$ cat src/rtl/mips_mc_pkg.sv
// Shared types and encodings for the multicycle MIPS controller.
// Covers FSM states, opcode/funct values and datapath select codes.
package mips_mc_pkg;

  typedef enum logic [3:0] {
    S_FETCH,
    S_DECODE,
    S_MEM_ADR,
    S_MEM_RD,
    S_MEM_WB,
    S_MEM_WR,
    S_R_EXE,
    S_R_WB,
    S_I_EXE,
    S_I_WB,
    S_BRANCH,
    S_JUMP,
    S_JAL,
    S_JR
  } state_e;

  typedef enum logic [2:0] {
    AOP_NONE,
    AOP_ADD,
    AOP_SUB,
    AOP_SLT,
    AOP_FUNCT
  } alu_op_e;

  localparam logic [5:0] OP_RTYPE = 6'b000000;
  localparam logic [5:0] OP_LW    = 6'b100011;
  localparam logic [5:0] OP_SW    = 6'b101011;
  localparam logic [5:0] OP_ADDI  = 6'b001000;
  localparam logic [5:0] OP_SLTI  = 6'b001010;
  localparam logic [5:0] OP_BEQ   = 6'b000100;
  localparam logic [5:0] OP_BNE   = 6'b000101;
  localparam logic [5:0] OP_J     = 6'b000010;
  localparam logic [5:0] OP_JAL   = 6'b000011;

  localparam logic [5:0] FN_ADD = 6'b100000;
  localparam logic [5:0] FN_SUB = 6'b100010;
  localparam logic [5:0] FN_AND = 6'b100100;
  localparam logic [5:0] FN_OR  = 6'b100101;
  localparam logic [5:0] FN_SLT = 6'b101010;
  localparam logic [5:0] FN_JR  = 6'b001000;

  localparam logic [2:0] ALU_ADD = 3'b010;
  localparam logic [2:0] ALU_SUB = 3'b110;
  localparam logic [2:0] ALU_AND = 3'b000;
  localparam logic [2:0] ALU_OR  = 3'b001;
  localparam logic [2:0] ALU_SLT = 3'b111;

  localparam logic [1:0] PC_ALU    = 2'b00;
  localparam logic [1:0] PC_ALUOUT = 2'b01;
  localparam logic [1:0] PC_JUMP   = 2'b10;
  localparam logic [1:0] PC_RS     = 2'b11;

  localparam logic [1:0] RD_RT  = 2'b00;
  localparam logic [1:0] RD_RD  = 2'b01;
  localparam logic [1:0] RD_R31 = 2'b10;

  localparam logic [1:0] M2R_ALU = 2'b00;
  localparam logic [1:0] M2R_MDR = 2'b01;
  localparam logic [1:0] M2R_PC  = 2'b10;

  localparam logic [1:0] SRCB_B      = 2'b00;
  localparam logic [1:0] SRCB_FOUR   = 2'b01;
  localparam logic [1:0] SRCB_IMM    = 2'b10;
  localparam logic [1:0] SRCB_IMM_SH = 2'b11;

  function automatic logic is_r_alu(input logic [5:0] f);
    return f inside {FN_ADD, FN_SUB, FN_AND, FN_OR, FN_SLT};
  endfunction

endpackage

$ cat src/rtl/mips_mc_alu_decoder.sv
// Maps the controller's ALU operation class and funct to alu_ctrl.
// Narrow 3-bit codes are zero-extended to ALU_CTRL_W.
module mips_mc_alu_decoder
  import mips_mc_pkg::*;
#(
  parameter int ALU_CTRL_W = 3
) (
  input  alu_op_e               op_i,
  input  logic [5:0]            funct_i,
  output logic [ALU_CTRL_W-1:0] alu_ctrl_o
);

  logic [2:0] code;

  always_comb begin
    code = 3'b000;
    unique case (op_i)
      AOP_ADD: code = ALU_ADD;
      AOP_SUB: code = ALU_SUB;
      AOP_SLT: code = ALU_SLT;
      AOP_FUNCT: begin
        unique case (funct_i)
          FN_SUB:  code = ALU_SUB;
          FN_AND:  code = ALU_AND;
          FN_OR:   code = ALU_OR;
          FN_SLT:  code = ALU_SLT;
          default: code = ALU_ADD;
        endcase
      end
      default: code = 3'b000;
    endcase
  end

  assign alu_ctrl_o = ALU_CTRL_W'(code);

endmodule

$ cat src/rtl/mips_mc_controller.sv
// Multicycle MIPS control FSM with memory wait states and watchdog.
// Define MIPS_MC_BNE_EN to decode bne onto the BRANCH state.
module mips_mc_controller
  import mips_mc_pkg::*;
#(
  parameter int ALU_CTRL_W = 3,
  parameter int MAX_WAIT   = 0,
  parameter int WAIT_CNT_W = 8
) (
  input  logic                  clk_i,
  input  logic                  rst_i,
  input  logic [5:0]            opcode_i,
  input  logic [5:0]            funct_i,
  input  logic                  zero_i,
  input  logic                  mem_ready_i,
  output logic                  pc_en_o,
  output logic [1:0]            pc_src_o,
  output logic                  i_or_d_o,
  output logic                  mem_read_o,
  output logic                  mem_write_o,
  output logic                  ir_write_o,
  output logic [1:0]            reg_dst_o,
  output logic [1:0]            mem_to_reg_o,
  output logic                  reg_write_o,
  output logic                  alu_src_a_o,
  output logic [1:0]            alu_src_b_o,
  output logic [ALU_CTRL_W-1:0] alu_ctrl_o,
  output logic                  illegal_o,
  output logic                  mem_timeout_o
);

  localparam bit WD_EN = (MAX_WAIT > 0);
  localparam logic [WAIT_CNT_W-1:0] WAIT_LAST =
    WAIT_CNT_W'(WD_EN ? MAX_WAIT - 1 : 0);

  state_e                state_q, state_d, st;
  state_e                dec_nxt;
  logic [WAIT_CNT_W-1:0] wait_q, wait_d;
  logic                  rdy, mem_st, tmo;
  logic                  dec_ill, bne_q;
  alu_op_e               alu_op;

  // Reset masks the live state so a dropped access looks like FETCH.
  assign st     = rst_i ? S_FETCH : state_q;
  assign rdy    = mem_ready_i & ~rst_i;
  assign mem_st = st inside {S_FETCH, S_MEM_RD, S_MEM_WR};
  assign tmo    = WD_EN & mem_st & ~rdy & ~rst_i
                & (wait_q == WAIT_LAST);
  assign wait_d = (mem_st & ~rdy & ~tmo) ? wait_q + 1'b1 : '0;

  always_ff @(posedge clk_i) begin
    if (rst_i) begin
      state_q <= S_FETCH;
      wait_q  <= '0;
    end else begin
      state_q <= state_d;
      wait_q  <= wait_d;
    end
  end

`ifdef MIPS_MC_BNE_EN
  logic bne_d, dec_bne;

  assign bne_d = (state_q == S_DECODE) ? dec_bne : bne_q;

  always_ff @(posedge clk_i) begin
    if (rst_i) bne_q <= 1'b0;
    else       bne_q <= bne_d;
  end
`else
  assign bne_q = 1'b0;
`endif

  always_comb begin
    dec_nxt = S_FETCH;
    dec_ill = 1'b1;
`ifdef MIPS_MC_BNE_EN
    dec_bne = 1'b0;
`endif
    unique case (1'b1)
      opcode_i == OP_RTYPE && funct_i == FN_JR: begin
        dec_nxt = S_JR;
        dec_ill = 1'b0;
      end
      opcode_i == OP_RTYPE && is_r_alu(funct_i): begin
        dec_nxt = S_R_EXE;
        dec_ill = 1'b0;
      end
      opcode_i == OP_LW || opcode_i == OP_SW: begin
        dec_nxt = S_MEM_ADR;
        dec_ill = 1'b0;
      end
      opcode_i == OP_ADDI || opcode_i == OP_SLTI: begin
        dec_nxt = S_I_EXE;
        dec_ill = 1'b0;
      end
      opcode_i == OP_BEQ: begin
        dec_nxt = S_BRANCH;
        dec_ill = 1'b0;
      end
`ifdef MIPS_MC_BNE_EN
      opcode_i == OP_BNE: begin
        dec_nxt = S_BRANCH;
        dec_ill = 1'b0;
        dec_bne = 1'b1;
      end
`endif
      opcode_i == OP_J: begin
        dec_nxt = S_JUMP;
        dec_ill = 1'b0;
      end
      opcode_i == OP_JAL: begin
        dec_nxt = S_JAL;
        dec_ill = 1'b0;
      end
      default: ;
    endcase
  end

  always_comb begin
    state_d = state_q;
    unique case (state_q)
      S_FETCH:   state_d = rdy ? S_DECODE : S_FETCH;
      S_DECODE:  state_d = dec_nxt;
      S_MEM_ADR: state_d = (opcode_i == OP_LW) ? S_MEM_RD
                                               : S_MEM_WR;
      S_MEM_RD: begin
        if (rdy)      state_d = S_MEM_WB;
        else if (tmo) state_d = S_FETCH;
      end
      S_MEM_WR: begin
        if (rdy || tmo) state_d = S_FETCH;
      end
      S_R_EXE:   state_d = S_R_WB;
      S_I_EXE:   state_d = S_I_WB;
      default:   state_d = S_FETCH;
    endcase
  end

  always_comb begin
    pc_en_o       = 1'b0;
    pc_src_o      = PC_ALU;
    i_or_d_o      = 1'b0;
    mem_read_o    = 1'b0;
    mem_write_o   = 1'b0;
    ir_write_o    = 1'b0;
    reg_dst_o     = RD_RT;
    mem_to_reg_o  = M2R_ALU;
    reg_write_o   = 1'b0;
    alu_src_a_o   = 1'b0;
    alu_src_b_o   = SRCB_B;
    alu_op        = AOP_NONE;
    illegal_o     = 1'b0;
    mem_timeout_o = 1'b0;
    unique case (st)
      S_FETCH: begin
        mem_read_o    = 1'b1;
        alu_src_b_o   = SRCB_FOUR;
        alu_op        = AOP_ADD;
        ir_write_o    = rdy;
        pc_en_o       = rdy;
        mem_timeout_o = tmo;
      end
      S_DECODE: begin
        alu_src_b_o = SRCB_IMM_SH;
        alu_op      = AOP_ADD;
        illegal_o   = dec_ill;
      end
      S_MEM_ADR: begin
        alu_src_a_o = 1'b1;
        alu_src_b_o = SRCB_IMM;
        alu_op      = AOP_ADD;
      end
      S_MEM_RD: begin
        mem_read_o    = 1'b1;
        i_or_d_o      = 1'b1;
        mem_timeout_o = tmo;
      end
      S_MEM_WB: begin
        reg_write_o  = 1'b1;
        mem_to_reg_o = M2R_MDR;
      end
      S_MEM_WR: begin
        mem_write_o   = 1'b1;
        i_or_d_o      = 1'b1;
        mem_timeout_o = tmo;
      end
      S_R_EXE: begin
        alu_src_a_o = 1'b1;
        alu_op      = AOP_FUNCT;
      end
      S_R_WB: begin
        reg_write_o = 1'b1;
        reg_dst_o   = RD_RD;
      end
      S_I_EXE: begin
        alu_src_a_o = 1'b1;
        alu_src_b_o = SRCB_IMM;
        alu_op      = (opcode_i == OP_SLTI) ? AOP_SLT : AOP_ADD;
      end
      S_I_WB: reg_write_o = 1'b1;
      S_BRANCH: begin
        alu_src_a_o = 1'b1;
        alu_op      = AOP_SUB;
        pc_src_o    = PC_ALUOUT;
        pc_en_o     = zero_i ^ bne_q;
      end
      S_JUMP: begin
        pc_src_o = PC_JUMP;
        pc_en_o  = 1'b1;
      end
      S_JAL: begin
        pc_src_o     = PC_JUMP;
        pc_en_o      = 1'b1;
        reg_write_o  = 1'b1;
        reg_dst_o    = RD_R31;
        mem_to_reg_o = M2R_PC;
      end
      S_JR: begin
        pc_src_o = PC_RS;
        pc_en_o  = 1'b1;
      end
      default: ;
    endcase
  end

  mips_mc_alu_decoder #(
    .ALU_CTRL_W(ALU_CTRL_W)
  ) u_alu_dec (
    .op_i       (alu_op),
    .funct_i    (funct_i),
    .alu_ctrl_o (alu_ctrl_o)
  );

endmodule

$ cat config.mk
export PLATFORM = sky130hd
export DESIGN_NAME = mips_mc_controller
export DESIGN_NICKNAME = d
export VERILOG_FILES = /design/src/rtl/mips_mc_pkg.sv /design/src/rtl/mips_mc_alu_decoder.sv /design/src/rtl/mips_mc_controller.sv
export SDC_FILE = /design/constraint.sdc
export NUM_CORES = 1
export LEC_CHECK = 0
export ABC_AREA = 0
export CORE_MARGIN = 2
export CORE_UTILIZATION = 45
export DETAILED_ROUTE_END_ITERATION = 8
export GPL_TIMING_DRIVEN = 1
export PLACE_DENSITY = 0.92
export SETUP_SLACK_MARGIN = 0.3
export SKIP_CTS_REPAIR_TIMING = 1
export SYNTH_ARGS = -nofsm -noshare
export SYNTH_HDL_FRONTEND = slang
export SYNTH_SLANG_ARGS = --single-unit
$ cat constraint.sdc
create_clock -name clk_i -period 4.43 [get_ports clk_i]
set_clock_uncertainty 0.05 [all_clocks]
set_input_delay 0.886 -clock clk_i [delete_from_list [all_inputs] [get_ports clk_i]]
set_output_delay 0.886 -clock clk_i [all_outputs]
set_load 0.005 [all_outputs]
After elaboration in Yosys (flattened, before gate mapping)
Index checks and enable logic that the tools add are counted.

Register bits: 4. Input bits: 16. Logic and storage cells: 83.

Equality and inequality tests: 38. Multiplexer cells: 24. Bitwise operators: 2. Reduce and logical (&&, ||, !) cells: 18.

Operator list (number): $pmux W4 S7 (2); $eq A6 B6 Y1 const B (7); $pmux W3 S4 (3); $eq A4 B4 Y1 const B (7); $eq A4 B3 Y1 const B (6); $eq A6 B4 Y1 const B (3); $eq A4 B2 Y1 const B (4); $eq A6 B2 Y1 const B (2); $mux W4 (3); $pmux W2 S3 (2); $mux W1 (9); $eq A4 B1 Y1 const B (2); $logic_not A4 Y1 (2); $pmux W2 S2 (2); $reduce_or A2 Y1 (4); $reduce_or A4 Y1 (2); $reduce_or A7 Y1 (1); $eq A3 B2 Y1 const B (2); $eq A6 B3 Y1 const B (1); $logic_not A6 Y1 (1); $reduce_or A3 Y1 (2); $reduce_bool A5 Y1 (1); $ne A2 B2 Y1 const B (2); $eq A3 B1 Y1 const B (1); 9 further kinds (11).

Longest topological paths before layout
Depth after elaboration: 6. Mapped depth: 6. Depth with buffers taken out: 4.

Hierarchy
Synthesis repeated with hierarchy kept, for this count alone.

Cell total of the unflattened synthesis: 126. Area total of the unflattened synthesis: 907.1 um2.

By module, submodules not included: mips_mc_controller (instances 1, cells an instance 113, area an instance 804.5 um2); mips_mc_alu_decoder (instances 1, cells an instance 13, area an instance 102.6 um2).

Worst setup path after synthesis
Ideal clock, no wire load.

Path type: input to output. From: input opcode_i[1]. To: output illegal_o. Arrival time: 1.809 ns. Required time: 3.494 ns. Slack: 1.685 ns. Stages: 4. Path buffers: 1. Cell sequence: clkbuf_1 > or3_2 > nor3_1 > o31a_1.

Cells in the longest elaborated chain, start to end: 5.

Ends and longest elaborated chain: from (decl) (RTL line mips_mc_controller.sv:12) `input logic [5:0] opcode_i,`; $eq A6 B6 Y1, or another cell as far along (RTL line mips_mc_controller.sv:89) `opcode_i == OP_LW || opcode_i == OP_SW: begin`; $logic_or A1 B1 Y1, or another cell as far along (RTL line mips_mc_controller.sv:89); $reduce_or A7 Y1 (no line) (*); $mux W1 (*) (RTL line mips_mc_controller.sv:80) `unique case (1'b1)`; $mux W1 (*) (RTL line mips_mc_controller.sv:155) `unique case (st)`; to (decl) (RTL line mips_mc_controller.sv:28) `output logic illegal_o,`.

Every way passes the cells marked *; elsewhere a longest branch is shown, timed or not.

Worst setup path after layout
From: input rst_i. To: output pc_en_o.

Cells in the longest elaborated chain, start to end: 4.

Ends and longest elaborated chain: from (decl) (RTL line mips_mc_controller.sv:11) `input logic rst_i,`; $mux W4 (RTL line mips_mc_controller.sv:44) `assign st = rst_i ? S_FETCH : state_q;`; $eq A4 B4 Y1 (RTL line mips_mc_controller.sv:155); $reduce_or A3 Y1 (no line); $pmux W1 S3 (*) (RTL line mips_mc_controller.sv:155); to (decl) (RTL line mips_mc_controller.sv:16) `output logic pc_en_o,`.

Marked as above.

==> metrics.md <==
| Metric | Value |
|---|---|
| CP required | 3.49 ns |
| H-tree depth | 1 |
| Clock Root Buffer | clkbuf_4 |
| Sequential cell fraction of total power | 29.7% |
| CP Capture Type | output pin |
| Largest net degree at the start of global routing | 23 |
| Clk_lat worst skew | approximately 0.23 ns |
| Mapped cell area | 831 µm² |
| Status | finished, final reports clean |
| HP Class | flop to flop |
| Synth top area share | 10.4% |
| Net Sw Frac | 30.8% |
| Delay-heaviest family, CP | buffers and inverters |
| Clk pwr share | 31.2% |
| M1 GR Usage | 26.5% |
| Die H | 47.0 µm |
| Fin Hold WS | 0.819 ns |
| Pwr/cell area | approximately 120 mW/mm² |
| Yosys reg bits | 4 |
| YS warnings | 0 |
| Initial DRC count | 42 |
| Hpwl dp | 1.72 mm |
| Die width | 47.0 µm |
| Setup crit start kind | input port |
| Final setup viols | 0 |
| Layout area overhead | 38.7% |
| CP arrival | 2.91 ns |
| Slew @ Worst Pin | around 0.7 ns |
| Post-synthesis cell count | between 100 and 150 |
| TritonCTS clock tree | yes |
| Worst-path clk slew | 0.04 ns |
| DIE AREA | 0.00221 mm² |
| Most used routing layer in global routing | met2 |
| Routed Antenna Nets | 0 |
| Initial antenna violation count | 0 |
| Clk sinks | 4 |
| Site row count | 15 |
| Cell Int Power | 0.0967 mW |
| Largest regs | state_q: 4 flops |
| Combinational share of power | 39.1% |
| Distinct cell type count after synthesis | 53 |
| Layout cells sized above 1 | about 7.2% |
| GRT overflow | 0 |
| Post-detailed-route via-to-cell ratio | 6.19 |
| Highest clock rate | 260 MHz |
| Post-detailed-route wirelength per cell | 13.1 µm |
| Diode count | 0 |
| Primary FF master, synth | dfxtp_1 |
| Endpoints failing hold | 0 |
| Port bufs | 34 |
| Total power | 0.140 mW |
| GR Layer Usage met2 | 39.2% |
| Synth area leader | nor2_1 |
| WS Path Type | input port to output pin |
| Static leakage | 0.403 nW |
| Tcrit/Tclk final | roughly 87% |
| Commonest non-fill, non-tap cells in the layout | 34 x clkdlybuf4s50_1, 23 x nor2_1, 8 x nor3_1 |
| Critical path's slowest cell | clkdlybuf4s50_1 |
| Global-route wire length before repair | ~3.7 mm |
| Seq/Total Area, Yosys | 9.64% |
| Largest register FFs | 4 |
| Most common cell after layout, fill and taps aside | clkdlybuf4s50_1 |
| RSZ-0062 raised after global routing | false |
| GR Util met3 | 4.62% |
| DR pass1 iterations | 4 |
| Slew HR | 53.2% |
| Most flop-heavy register | state_q |
| Mean Syn Cell Area | around 6.4 µm² |
| Buf/Inv on CP | 2 |
| Cell mode on critical path | clkdlybuf4s50_1 |
| Total negative slack | 0 ns |
| Crit path largest cell delay | about 0.61 ns |
| CTS Buf Count | 3 |
| IO Count | 36 |
| Via count | 1096 |
| Syn Nets | 145 |
| Peak VDD IR | 0.141 mV |
| Slew Viols, Final | 0 |
| Post-synth ARST share | 0% |
| Nets@finish | 170 |
| Psw | about 0.043 mW |
| Post-route minimum period | 3.85 ns |
| CP max FO | 13 |
| Post-synth EDFFs | 0 |
| Core area | between 0.0015 and 0.002 mm² |
| Worst-path cell chain | clkdlybuf4s50_1, or3_1, nor3_1, o21bai_1, clkdlybuf4s50_1 |
| Top cells by area, synth | nor2_1 10%, dfxtp_1 9.6%, nor3_1 4.8%, nor2b_1 4.5%, a21oi_1 4.2% |
| Vias in the first global route | 917 |
| Initial Util | 48.1% |
| Max Buffers Root-to-Sink | 2 |
| GPL Wtd Cong | 0.906 |
| DRT Wirelength | about 2.3 mm |
| # DRC | 0 |
| Max Cap Viol | 0 |
| Gr usage total | approximately 22% |
-- final cells by class --
cell class	instances	area (µm²)
Inverter	2	7.51
Multi-Input combinational cell	109	671
Fill cell	164	574
Timing Repair Buffer	34	340
Sequential cell	4	80.1
Tap cell	25	31.3
Clock buffer	3	22.5
-- power by group through the flow --
stage | combinational [mW] | sequential [mW] | clock, mW
3_3_place_gp | 0.0526 | 0.0417 | 0
2_1_floorplan | 0.0338 | 0.0379 | 0
4_1_cts | 0.0541 | 0.0414 | 0.0450
6_report | 0.0547 | 0.0415 | 0.0436
5_1_grt | 0.0594 | 0.0420 | 0.0476
3_5_place_dp | 0.0539 | 0.0419 | 0
-- through the flow --
step / area, µm² / setup slack [ns] / std cells / util, %
2_1_floorplan: 831 / 1.68 / 129 / -
3_3_place_gp: 1130 / 0.655 / 174 / 65.4
6_report: 1150 / 0.584 / 177 / 66.7
3_5_place_dp: 1130 / 0.608 / 174 / 65.4
4_1_cts: 1150 / 0.606 / 177 / 66.7
5_1_grt: 1150 / 0.447 / 177 / 66.7
-- synthesized netlist by cell type, types with 2 or more instances --
cell type,instances
dfxtp_1,4
o22ai_1,3
nand2_1,3
a21o_1,2
nand2b_1,5
o21ai_0,4
buf_4,3
a21oi_1,7
nor2b_1,6
nor3_1,8
and3_1,3
clkbuf_1,8
nand4_1,4
or3_1,2
nand3_1,2
nor2_1,23
xnor2_1,3
or4_1,2
inv_1,2
nor4_1,2
-- tightest hold or removal path: cells and delay by family, from the launching register on --
| family | cells | cell delay [ns] |
|---|---|---|
| flip-flops | 1 | 0.50 |
| AO/OA/AOI/OAI | 2 | 0.34 |
-- routing by layer --
metal / vias up / share of wire (%)
met4: 0 / 1.4
met2: 67 / 46
met1: 496 / 44
met5: - / 0
met3: 8 / 8.7
li1: 525 / -
-- cells by family after synthesis --
| kind of cell | Yosys count | share of synthesized area [%] |
|---|---|---|
| and+or+nand+nor | 70 | 45.6 |
| AOI/OAI and AO/OA | 34 | 30.3 |
| buffers and inverters | 16 | 9.64 |
| DFF | 4 | 9.64 |
| xor gates and xnor gates | 3 | 3.16 |
| muxes | 1 | 1.20 |
| other | 1 | 0.451 |
-- final timing paths --
| kind | start | to | slack (ns) | depth (start not counted) |
|---|---|---|---|---|
| max | rst_i | pc_en_o | 0.58 | 5 |
| max reg2reg | state_q[0]$_SDFFE_PP0P_ | state_q[2]$_SDFFE_PP0P_ | 2.54 | 4 |
| min reg2reg | state_q[0]$_SDFFE_PP0P_ | state_q[1]$_SDFFE_PP0P_ | 0.82 | 2 |
| min | state_q[0]$_SDFFE_PP0P_ | state_q[1]$_SDFFE_PP0P_ | 0.82 | 2 |
(Power assumes the default switching activity.)
